[src/rtl/hazard_unit.sv]
// ============================================================================
//  Module   : hazard_unit
//  Purpose  : Pipeline stall/flush controller for a five-stage core (data wait,
//             redirect, load-use, fetch wait, halt). Optional statistics
//             counters are enabled by defining HAZARD_STATS_EN.
//  Revision : 1.0 - initial release
// ============================================================================
`default_nettype none

module hazard_unit #(
  parameter int CNT_W = 32
) (
  input  logic             CLK,
  input  logic             RST,
  input  logic             ihit,
  input  logic             dhit,
  input  logic             mem_dreq,
  input  logic [4:0]       de_rs,
  input  logic [4:0]       de_rt,
  input  logic             de_rs_used,
  input  logic             de_rt_used,
  input  logic [4:0]       ex_wsel,
  input  logic             ex_is_load,
  input  logic             ex_redirect,
  input  logic             mem_halt,
  output logic             pc_en,
  output logic             fd_en,
  output logic             de_en,
  output logic             em_en,
  output logic             mw_en,
  output logic             fd_flush,
  output logic             de_flush,
  output logic             halted,
  output logic [CNT_W-1:0] stall_cycles,
  output logic [CNT_W-1:0] flush_count
);

  localparam logic [1:0] c_RUN    = 2'd0;
  localparam logic [1:0] c_DWAIT  = 2'd1;
  localparam logic [1:0] c_HALTED = 2'd2;

  logic [1:0] r_state;
  logic       w_halted;
  logic       w_dwait;
  logic       w_load_use;
  logic       w_redirect;

  assign w_halted = (r_state == c_HALTED);

  // A miss stalls in the same cycle it is first seen, before DWAIT is entered.
  assign w_dwait = !dhit && ((r_state == c_DWAIT) || (r_state == c_RUN && mem_dreq));

  assign w_load_use = ex_is_load && (ex_wsel != 5'd0) &&
                      ((de_rs_used && (de_rs == ex_wsel)) ||
                       (de_rt_used && (de_rt == ex_wsel)));

  assign w_redirect = !w_halted && !w_dwait && ex_redirect;

  always_ff @(posedge CLK) begin
    if (RST) begin
      r_state <= c_RUN;
    end else if (mem_halt && !w_halted) begin
      r_state <= c_HALTED;
    end else if (r_state == c_RUN && mem_dreq && !dhit) begin
      r_state <= c_DWAIT;
    end else if (r_state == c_DWAIT && dhit) begin
      r_state <= c_RUN;
    end
  end

  always_comb begin
    pc_en    = 1'b1;
    fd_en    = 1'b1;
    de_en    = 1'b1;
    em_en    = 1'b1;
    mw_en    = 1'b1;
    fd_flush = 1'b0;
    de_flush = 1'b0;
    if (w_halted || w_dwait) begin
      pc_en = 1'b0;
      fd_en = 1'b0;
      de_en = 1'b0;
      em_en = 1'b0;
      mw_en = 1'b0;
    end else if (ex_redirect) begin
      // pc_en stays high even without ihit so the target PC is captured.
      fd_flush = 1'b1;
      de_flush = 1'b1;
    end else if (w_load_use || !ihit) begin
      pc_en    = 1'b0;
      fd_en    = 1'b0;
      de_flush = 1'b1;
    end
  end

  assign halted = w_halted;

`ifdef HAZARD_STATS_EN
  logic             w_stall_evt;
  logic [CNT_W-1:0] r_stall_cnt;
  logic [CNT_W-1:0] r_flush_cnt;

  assign w_stall_evt = !w_halted && (!pc_en || !fd_en);

  always_ff @(posedge CLK) begin
    if (RST) begin
      r_stall_cnt <= '0;
      r_flush_cnt <= '0;
    end else begin
      if (w_stall_evt && (r_stall_cnt != {CNT_W{1'b1}}))
        r_stall_cnt <= r_stall_cnt + CNT_W'(1);
      if (w_redirect && (r_flush_cnt != {CNT_W{1'b1}}))
        r_flush_cnt <= r_flush_cnt + CNT_W'(1);
    end
  end

  assign stall_cycles = r_stall_cnt;
  assign flush_count  = r_flush_cnt;
`else
  logic w_unused;
  assign w_unused     = w_redirect;
  assign stall_cycles = '0;
  assign flush_count  = '0;
`endif

endmodule

`default_nettype wire

[config.mk]
export PLATFORM = sky130hd
export DESIGN_NAME = hazard_unit
export DESIGN_NICKNAME = d
export VERILOG_FILES = /design/src/rtl/hazard_unit.sv
export SDC_FILE = /design/constraint.sdc
export NUM_CORES = 1
export LEC_CHECK = 0
export CAP_MARGIN = 20
export CORE_ASPECT_RATIO = 1.4
export CORE_MARGIN = 1
export CORE_UTILIZATION = 23
export CTS_CLUSTER_SIZE = 10
export DETAILED_ROUTE_END_ITERATION = 7
export PLACE_DENSITY = 0.81
export SLEW_MARGIN = 15
export SYNTH_ARGS = -nofsm -noshare
export SYNTH_HDL_FRONTEND = slang
export SYNTH_SLANG_ARGS = --single-unit
export TNS_END_PERCENT = 50
[constraint.sdc]
create_clock -name CLK -period 1.2 [get_ports CLK]
set_input_delay 0.12 -clock CLK [delete_from_list [all_inputs] [get_ports CLK]]
set_output_delay 0.12 -clock CLK [all_outputs]
set_load 0.05 [all_outputs]
Yosys cells after proc, flatten, opt, wreduce, memory -nomap -nowiden
Index checks and enable logic that the tools add are counted.

word-level totals
  output and inout port bits = 72
  logic and storage cells = 39
  input bits = 25
  flip-flop bits (word level) = 2

operators by class
  reductions and logical operators = 21
  equality and inequality tests = 4
  mux-type cells = 12

operators with widths
  operator                                                               number
  5-bit equality test                                                    2
  1-bit logical AND                                                      9
  1-bit two-way mux                                                      9
  2-bit two-way mux                                                      3
  5-bit nonzero test                                                     1
  1-bit logical OR                                                       4
  1-bit logical NOT                                                      3
  3-bit nonzero test                                                     1
  2-bit by 1-bit equality test with 1-bit output, second input constant  1
  2-bit equality test, second input constant                             1
  2-bit logical NOT                                                      1
  2-bit nonzero test                                                     1
  2-bit OR reduction                                                     1

Logic depth before layout (Yosys ltp)
Gate-level depths: netlist (run 1).

  word-level depth = 8
  mapped depth = 6
  depth with buffers taken out = 5

Least setup slack after synthesis (run 1)
Ideal clock, no wire load.

  kind = register -> output
  start point = reg r_state[1]
  end point = out de_flush
  arrival time = 2.323 ns
  stages on the path, launching flop included = 5
  setup slack = -1.243 ns
  data required time = 1.080 ns
  path buffers = 0
  path through = dfxtp_1 > inv_1 > nor2_1 > nor2_1 > a21boi_1

between the ends
  elaborated cells between the ends (all ways) = 8
  classes of those cells = 2 x eq/ne; 1 x mux; 5 x reduce/logical

RTL lines
  element                 RTL line  text
  from (decl)             42        logic [1:0] r_state;
  from (signal assigned)  61        r_state <= c_RUN;
  from (signal assigned)  63        r_state <= c_HALTED;
  from (signal assigned)  65        r_state <= c_DWAIT;
  2-bit equality test     48        assign w_halted = (r_state == c_HALTED);
  net halted              33        output logic halted,
  1-bit logical OR        79        if (w_halted || w_dwait) begin
  1-bit two-way mux       79
  to (decl)               32        output logic de_flush,

The timed path passes the listed nets, and every way through them passes these cells.

Worst setup path in the final report (run 1)
  start point = in ex_wsel[0]
  end point = out pc_en

between the ends
  word-level cells in the longest chain between the ends = 8
  elaborated cells between the ends (all ways) = 12
  classes of those cells = 2 x eq/ne; 3 x mux; 7 x reduce/logical

ends and longest elaborated chain
  element                                 RTL line  text
  from (decl)                             22        input logic [4:0] ex_wsel,
  5-bit equality test (on tied branches)  54, 55
  1-bit logical AND (on tied branches)    54, 55
  1-bit logical OR                        54        ((de_rs_used && (de_rs == ex_wsel)) ||
  1-bit logical AND (*)                   53        assign w_load_use = ex_is_load && (ex_wsel != 5'd0) &&
  1-bit logical OR (*)                    89        end else if (w_load_use || !ihit) begin
  1-bit two-way mux (*)                   89
  1-bit two-way mux (*)                   85        end else if (ex_redirect) begin
  1-bit two-way mux (*)                   79
  to (decl)                               26        output logic pc_en,

Mark *: on every way between the ends. The rest lies on a longest branch, timed or not.

==> results of run 1 <==
[per-stage QoR]
step | std cells | cell area, um^2 | total power [mW] | TNS (ns) | utilization [%]
detailed placement | 172 | 1010 | 0.922 | -3.10 | 32.7
global route | 175 | 1070 | 1.25 | -1.70 | 34.6
finish | 175 | 1070 | 1.20 | -1.39 | 34.6
floorplan | 163 | 1030 | 0.863 | -0.843 | -
global placement | 172 | 1010 | 0.916 | -2.97 | 32.7
CTS | 175 | 1040 | 1.19 | -1.59 | 33.8
[cell families after synthesis]
logic type                count (synthesis)  synth area share (%)
xor gates and xnor gates                 10                  11.7
DFF                                       2                  5.36
AOI/OAI and AO/OA                         7                  6.70
other                                     1                 0.502
buffers and inverters                    69                  68.3
and+or+nand+nor                          11                  7.37
[routing by layer]
metal / routed length (um) / GRT usage [%] / part of all wire (%) / up-vias
met3: 273 / 4.17 / 18 / 4
li1: - / - / - / 256
met1: 421 / 6.12 / 28 / 250
met5: 0 / 0 / 0 / -
met2: 759 / 15.0 / 50 / 74
met4: 57 / 10.5 / 3.8 / 0
[worst paths after layout]
path | startpoint | end | slack [ns] | depth (start not counted)
max | ex_wsel[0] | pc_en | -0.35 | 7
max reg2reg | r_state[1] | r_state[0] | 0.35 | 3
min reg2reg | r_state[1] | r_state[1] | 0.51 | 2
min | dhit | r_state[0] | 0.21 | 2
[cell usage after synthesis, drive strengths merged]
master	count
and2	1
a2111oi	1
a32oi	1
xnor2	2
dfxtp	2
nor2	5
conb	1
o21a	2
a21boi	1
o21ai	1
inv	2
buf	67
or4	1
xor2	8
a21oi	1
nor4	2
nor3	2
[power by group]
| group | switching (mW) | leakage, nW | total, mW | internal [mW] |
|---|---|---|---|---|
| Clock | 0.0576 | 0.0216 | 0.270 | 0.212 |
| Sequential | 0.00570 | 0.0175 | 0.0763 | 0.0706 |
| Combinational | 0.635 | 0.522 | 0.851 | 0.216 |
[area by class of cell]
class	instances	area (um^2)	share of cell area (%)
clock buffer	3	41.3	3.86
inverter	2	7.51	0.702
multi-input combinational	92	512	47.8
sequential	2	45.0	4.21
tap	39	48.8	4.56
timing repair buffer	37	415	38.8
[worst reg2reg max path, stage by stage (launching register included)]
cell,delay (ns)
dfxtp_4,0.35
inv_2,0.08
a21oi_1,0.06
a2111oi_0,0.24
[timing repair]
item | 4_1_cts | 5_1_grt
setup endpoints to repair | 7 | 7
pin swaps | 15 | 5
resized for setup | 61 | 8
==> results.txt, run 1 <==
Run status: complete, but fails checks
Failing checks: negative setup slack
Critical path type: input pin to output pin
RSZ-0062 raised after global routing: yes
Hold WS: 0.212 ns
Clock-pin slew of the registers on the worst-case setup and hold paths: 0.03 ns
GRT Resource Usage Total: 8.81%
Final clock skew: 0.000756 ns
Buffers from clock root to sink, at most: 2
Die height: 69.4 um
Max reg flops: 2
Max capacitance violation total: 0
Number of standard-cell rows in the floorplan: 24
Instance count of the mapped netlist: 100
Number of vias per cell: 3.34
Number of top-level pins: 97
Final setup vio count: 7
Sink Count: 2
Final count of hold timing violations: 0
Num CTS Buffers: 3
Final critical-path required period: 1.55 ns
Fmax: 644 MHz
Final routed wire length divided by cell count: 8.63 um
Final Slew Violations: 0
Post CTS Setup Buffer Count: 0
First-pass DRT Iterations: 2
Critical path data arrival time: 1.43 ns
VDD IR max: 0.807 mV
Most common cell after layout, fill and taps aside: conb_1
Area growth from synthesis to layout: 43.2%
Worst stage delay on the critical path: 0.29 ns
Critical path fanouts, max: 3
Core area: 3090 um^2
Source-to-sink clock delay at the later pin of the worst-skew pair: 0.21 ns
Crit path cell chain: buf_2, xor2_1, nor4_1, a32oi_1, o21a_1, o21a_4, buf_12
Number of buffer and inverter stages on the critical path: 2
Top Registers: r_state: 2 flops
First-pass GRT wire length: 2.11 mm
Die span in x: 50.2 um
Die area: 3480 um^2
Commonest cells after routing, fill and taps aside: 64 x conb_1, 8 x buf_12, 7 x xor2_1, 7 x clkdlybuf4s50_1, 6 x buf_6
Area share of the leading cell type in the synthesized netlist: 67.3%
Cell area after technology mapping: 747 um^2
Worst path top cell family by delay: compound AO/OA/AOI/OAI gates
Setup crit start kind: input pin
Maximum number of pins on one net before global-route repair: 4
Number of global-route vias before repair: 498
Post-synth top area cell: buf_4
Number of nets with antenna violations after detailed routing: 0
Critical path capture point type: output pin
Ant. Diodes: 0
Top reg by flops: r_state
Detailed-placement wirelength estimate: 1.29 mm
1st-iter DRT viols: 2
Cts-stage hold buffer count: 0
Share of cells above drive strength 1: 30.1%
Fin worst setup slack: -0.354 ns
Antenna violations before repair: 0
Yosys warns: 0
Placer congestion estimate: 0.625
Final Cycle Share: 129%
Area contributors post-synth: buf_4 67%, xor2_1 9.4%, dfxtp_1 5.4%
Worst slack at placement: -0.794 ns
Number of flip-flops and latches in the synthesized netlist: 2
Standard cell with the maximum stage delay on the critical path: nor4_1
Sequential-to-total area share from yosys stat: 5.36%
Buffer cell driving the clock tree root: clkbuf_8
Final Net Count: 163
H-Tree Level Count: 1
Mean post-synth cell area: 7.47 um^2
Initial cell density of the core: 24.2%
# DRC: 0
Power Dens Cells: 1120 nW/um^2
Post-detailed-routing wire length: 1.51 mm
Number of different library cells in the post-synthesis netlist: 17
GRT Residual Overflow: 0
Count of buffers inserted at the top-level ports: 32
Clock tree from TritonCTS: built
Number of filler instances in the final layout: 317
Leakage power figure: 0.561 nW
Class of the tightest hold or removal check: input pin to flip-flop
Total vias in the final route: 584
Required time of the critical path: 1.08 ns
Note: power is estimated with default switching activity, not from simulation.
==> run 2: changes to the inputs <==
--- a/config.mk
+++ b/config.mk
@@ -11,6 +11,7 @@
 export CORE_UTILIZATION = 23
 export CTS_CLUSTER_SIZE = 10
 export DETAILED_ROUTE_END_ITERATION = 7
+export HOLD_SLACK_MARGIN = 0.15
 export PLACE_DENSITY = 0.81
 export SLEW_MARGIN = 15
 export SYNTH_ARGS = -nofsm -noshare
==> results of run 2 <==
Same layout as run 1: the final DEF is identical, and so are final timing and power.
==> run 3: changes to the inputs <==
--- a/config.mk
+++ b/config.mk
@@ -6,7 +6,7 @@
 export NUM_CORES = 1
 export LEC_CHECK = 0
 export CAP_MARGIN = 20
-export CORE_ASPECT_RATIO = 1.4
+export CORE_ASPECT_RATIO = 1.25
 export CORE_MARGIN = 1
 export CORE_UTILIZATION = 23
 export CTS_CLUSTER_SIZE = 10
==> results.txt, run 3 (same netlist as run 1, synthesis figures left out) <==
Critical path type: input pin to output pin
Worst stage delay on the critical path: 0.33 ns
Initial cell density of the core: 24.9%
Clock tree from TritonCTS: built
Final Cycle Share: 129%
Max reg flops: 2
1st-iter DRT viols: 1
RSZ-0062 raised after global routing: yes
Clock-pin slew of the registers on the worst-case setup and hold paths: 0.03 ns
Detailed-placement wirelength estimate: 1.17 mm
Worst slack at placement: -0.833 ns
Buffers from clock root to sink, at most: 2
Final Slew Violations: 0
Placer congestion estimate: 0.618
Fraction of power spent switching nets: 62.3%
Cell-internal power: 0.403 mW
Cell area after placement: 1010 um^2
Part of the power in registers: 7.0%
Fin worst setup slack: -0.348 ns
Power Dens Cells: 1000 nW/um^2
GRT Residual Overflow: 0
Final critical-path required period: 1.55 ns
Number of standard-cell rows in the floorplan: 22
Num CTS Buffers: 3
Post-route cell area: 1060 um^2
Final setup vio count: 7
Critical path data arrival time: 1.43 ns
Class of the tightest hold or removal check: input pin to flip-flop
Buffer cell driving the clock tree root: clkbuf_4
Share of cells above drive strength 1: 32.8%
Number of nets with antenna violations after detailed routing: 0
Fraction of power consumed by combinational cells: 79.9%
Die area: 3480 um^2
Cts-stage hold buffer count: 0
First-pass DRT Iterations: 2
Ant. Diodes: 0
Clock network fraction of design power: 13.1%
Number of filler instances in the final layout: 322
Max capacitance violation total: 0
Power Total: 1.07 mW
Post-detailed-routing wire length: 1.32 mm
Area growth from synthesis to layout: 42.5%
Final count of hold timing violations: 0
Total vias in the final route: 566
Number of top-level pins: 97
Top reg by flops: r_state
Number of global-route vias before repair: 444
Commonest cells after routing, fill and taps aside: 64 x conb_1, 8 x buf_12, 7 x clkdlybuf4s50_1, 6 x buf_6, 5 x xor2_1
Die height: 65.7 um
# DRC: 0
Worst path top cell family by delay: compound AO/OA/AOI/OAI gates
Maximum number of pins on one net before global-route repair: 4
VDD IR max: 0.754 mV
Number of vias per cell: 3.27
Failing checks: negative setup slack
Antenna violations before repair: 0
Critical path capture point type: output pin
Required time of the critical path: 1.08 ns
GRT Resource Usage Total: 6.47%
Power dissipated by switching net loads: 0.665 mW
Sink Count: 2
Run status: complete, but fails checks
Source-to-sink clock delay at the later pin of the worst-skew pair: 0.21 ns
Top Registers: r_state: 2 flops
Number of buffer and inverter stages on the critical path: 2
Post CTS Setup Buffer Count: 0
Leakage power figure: 0.556 nW
Final routed wire length divided by cell count: 7.63 um
Final clock skew: 0.000616 ns
Critical path fanouts, max: 3
First-pass GRT wire length: 1.58 mm
Count of buffers inserted at the top-level ports: 32
Final Net Count: 164
Most common cell after layout, fill and taps aside: conb_1
Core area: 3000 um^2
Die span in x: 53.0 um
Standard cell with the maximum stage delay on the critical path: nor4_1
Setup crit start kind: input pin
H-Tree Level Count: 1
Fmax: 646 MHz
Crit path cell chain: buf_8, xor2_1, nor4_1, a32oi_1, o21a_2, o21a_4, buf_12
## run 3: final cells by class
type	count	area, um^2	share of cell area [%]
multi-input cells	92	514	48.3
repair buffers	38	433	40.7
well taps	36	45.0	4.23
flip-flops and latches	2	42.5	4.00
clock buffers	3	22.5	2.12
inverters	2	7.51	0.705
## run 3: power groups by stage
| stage | registers [mW] | logic (mW) | clock network, mW |
|---|---|---|---|
| after floorplan | 0.0745 | 0.789 | 0 |
| after global placement | 0.0739 | 0.842 | 0 |
| after detailed placement | 0.0740 | 0.845 | 0 |
| after CTS | 0.0745 | 0.836 | 0.146 |
| after global routing | 0.0751 | 0.888 | 0.153 |
| final | 0.0745 | 0.854 | 0.140 |
## run 3: worst reg2reg max path: stages (launching register included)
cell	delay, ns
dfxtp_2	0.34
inv_2	0.06
a2111oi_0	0.31
## run 3: through the flow
step                hold slack [ns]  std cells  utilization, %  setup TNS [ns]
finish                        0.289        173            35.5           -1.36
global route                  0.339        173            35.5           -1.76
detailed placement            0.502        170            33.8           -3.08
global placement              0.500        170            33.8           -3.00
CTS                           0.300        173            33.9           -1.38
floorplan                     0.192        163               -          -0.843
## run 3: repair_timing
action,4_1_cts,5_1_grt
endpoints found under the setup margin,7,7
pin swaps,15,11
gates resized for setup,62,12
## run 3: worst paths after layout
path / depth (start not counted) / to / from / slack [ns]
setup / recovery: 7 / fd_en / ex_wsel[1] / -0.35
setup reg to reg: 2 / r_state[0] / r_state[1] / 0.37
hold reg to reg: 2 / r_state[1] / r_state[1] / 0.50
hold / removal: 2 / r_state[0] / dhit / 0.29
## run 3: routing by layer
metal  vias up  GRT usage (%)  wire length, um
met5         -              0                0
met4         0           1.97                0
met3         0           4.17              322
met2        70           15.2              766
met1       239           2.61              231
li1        257              -                -
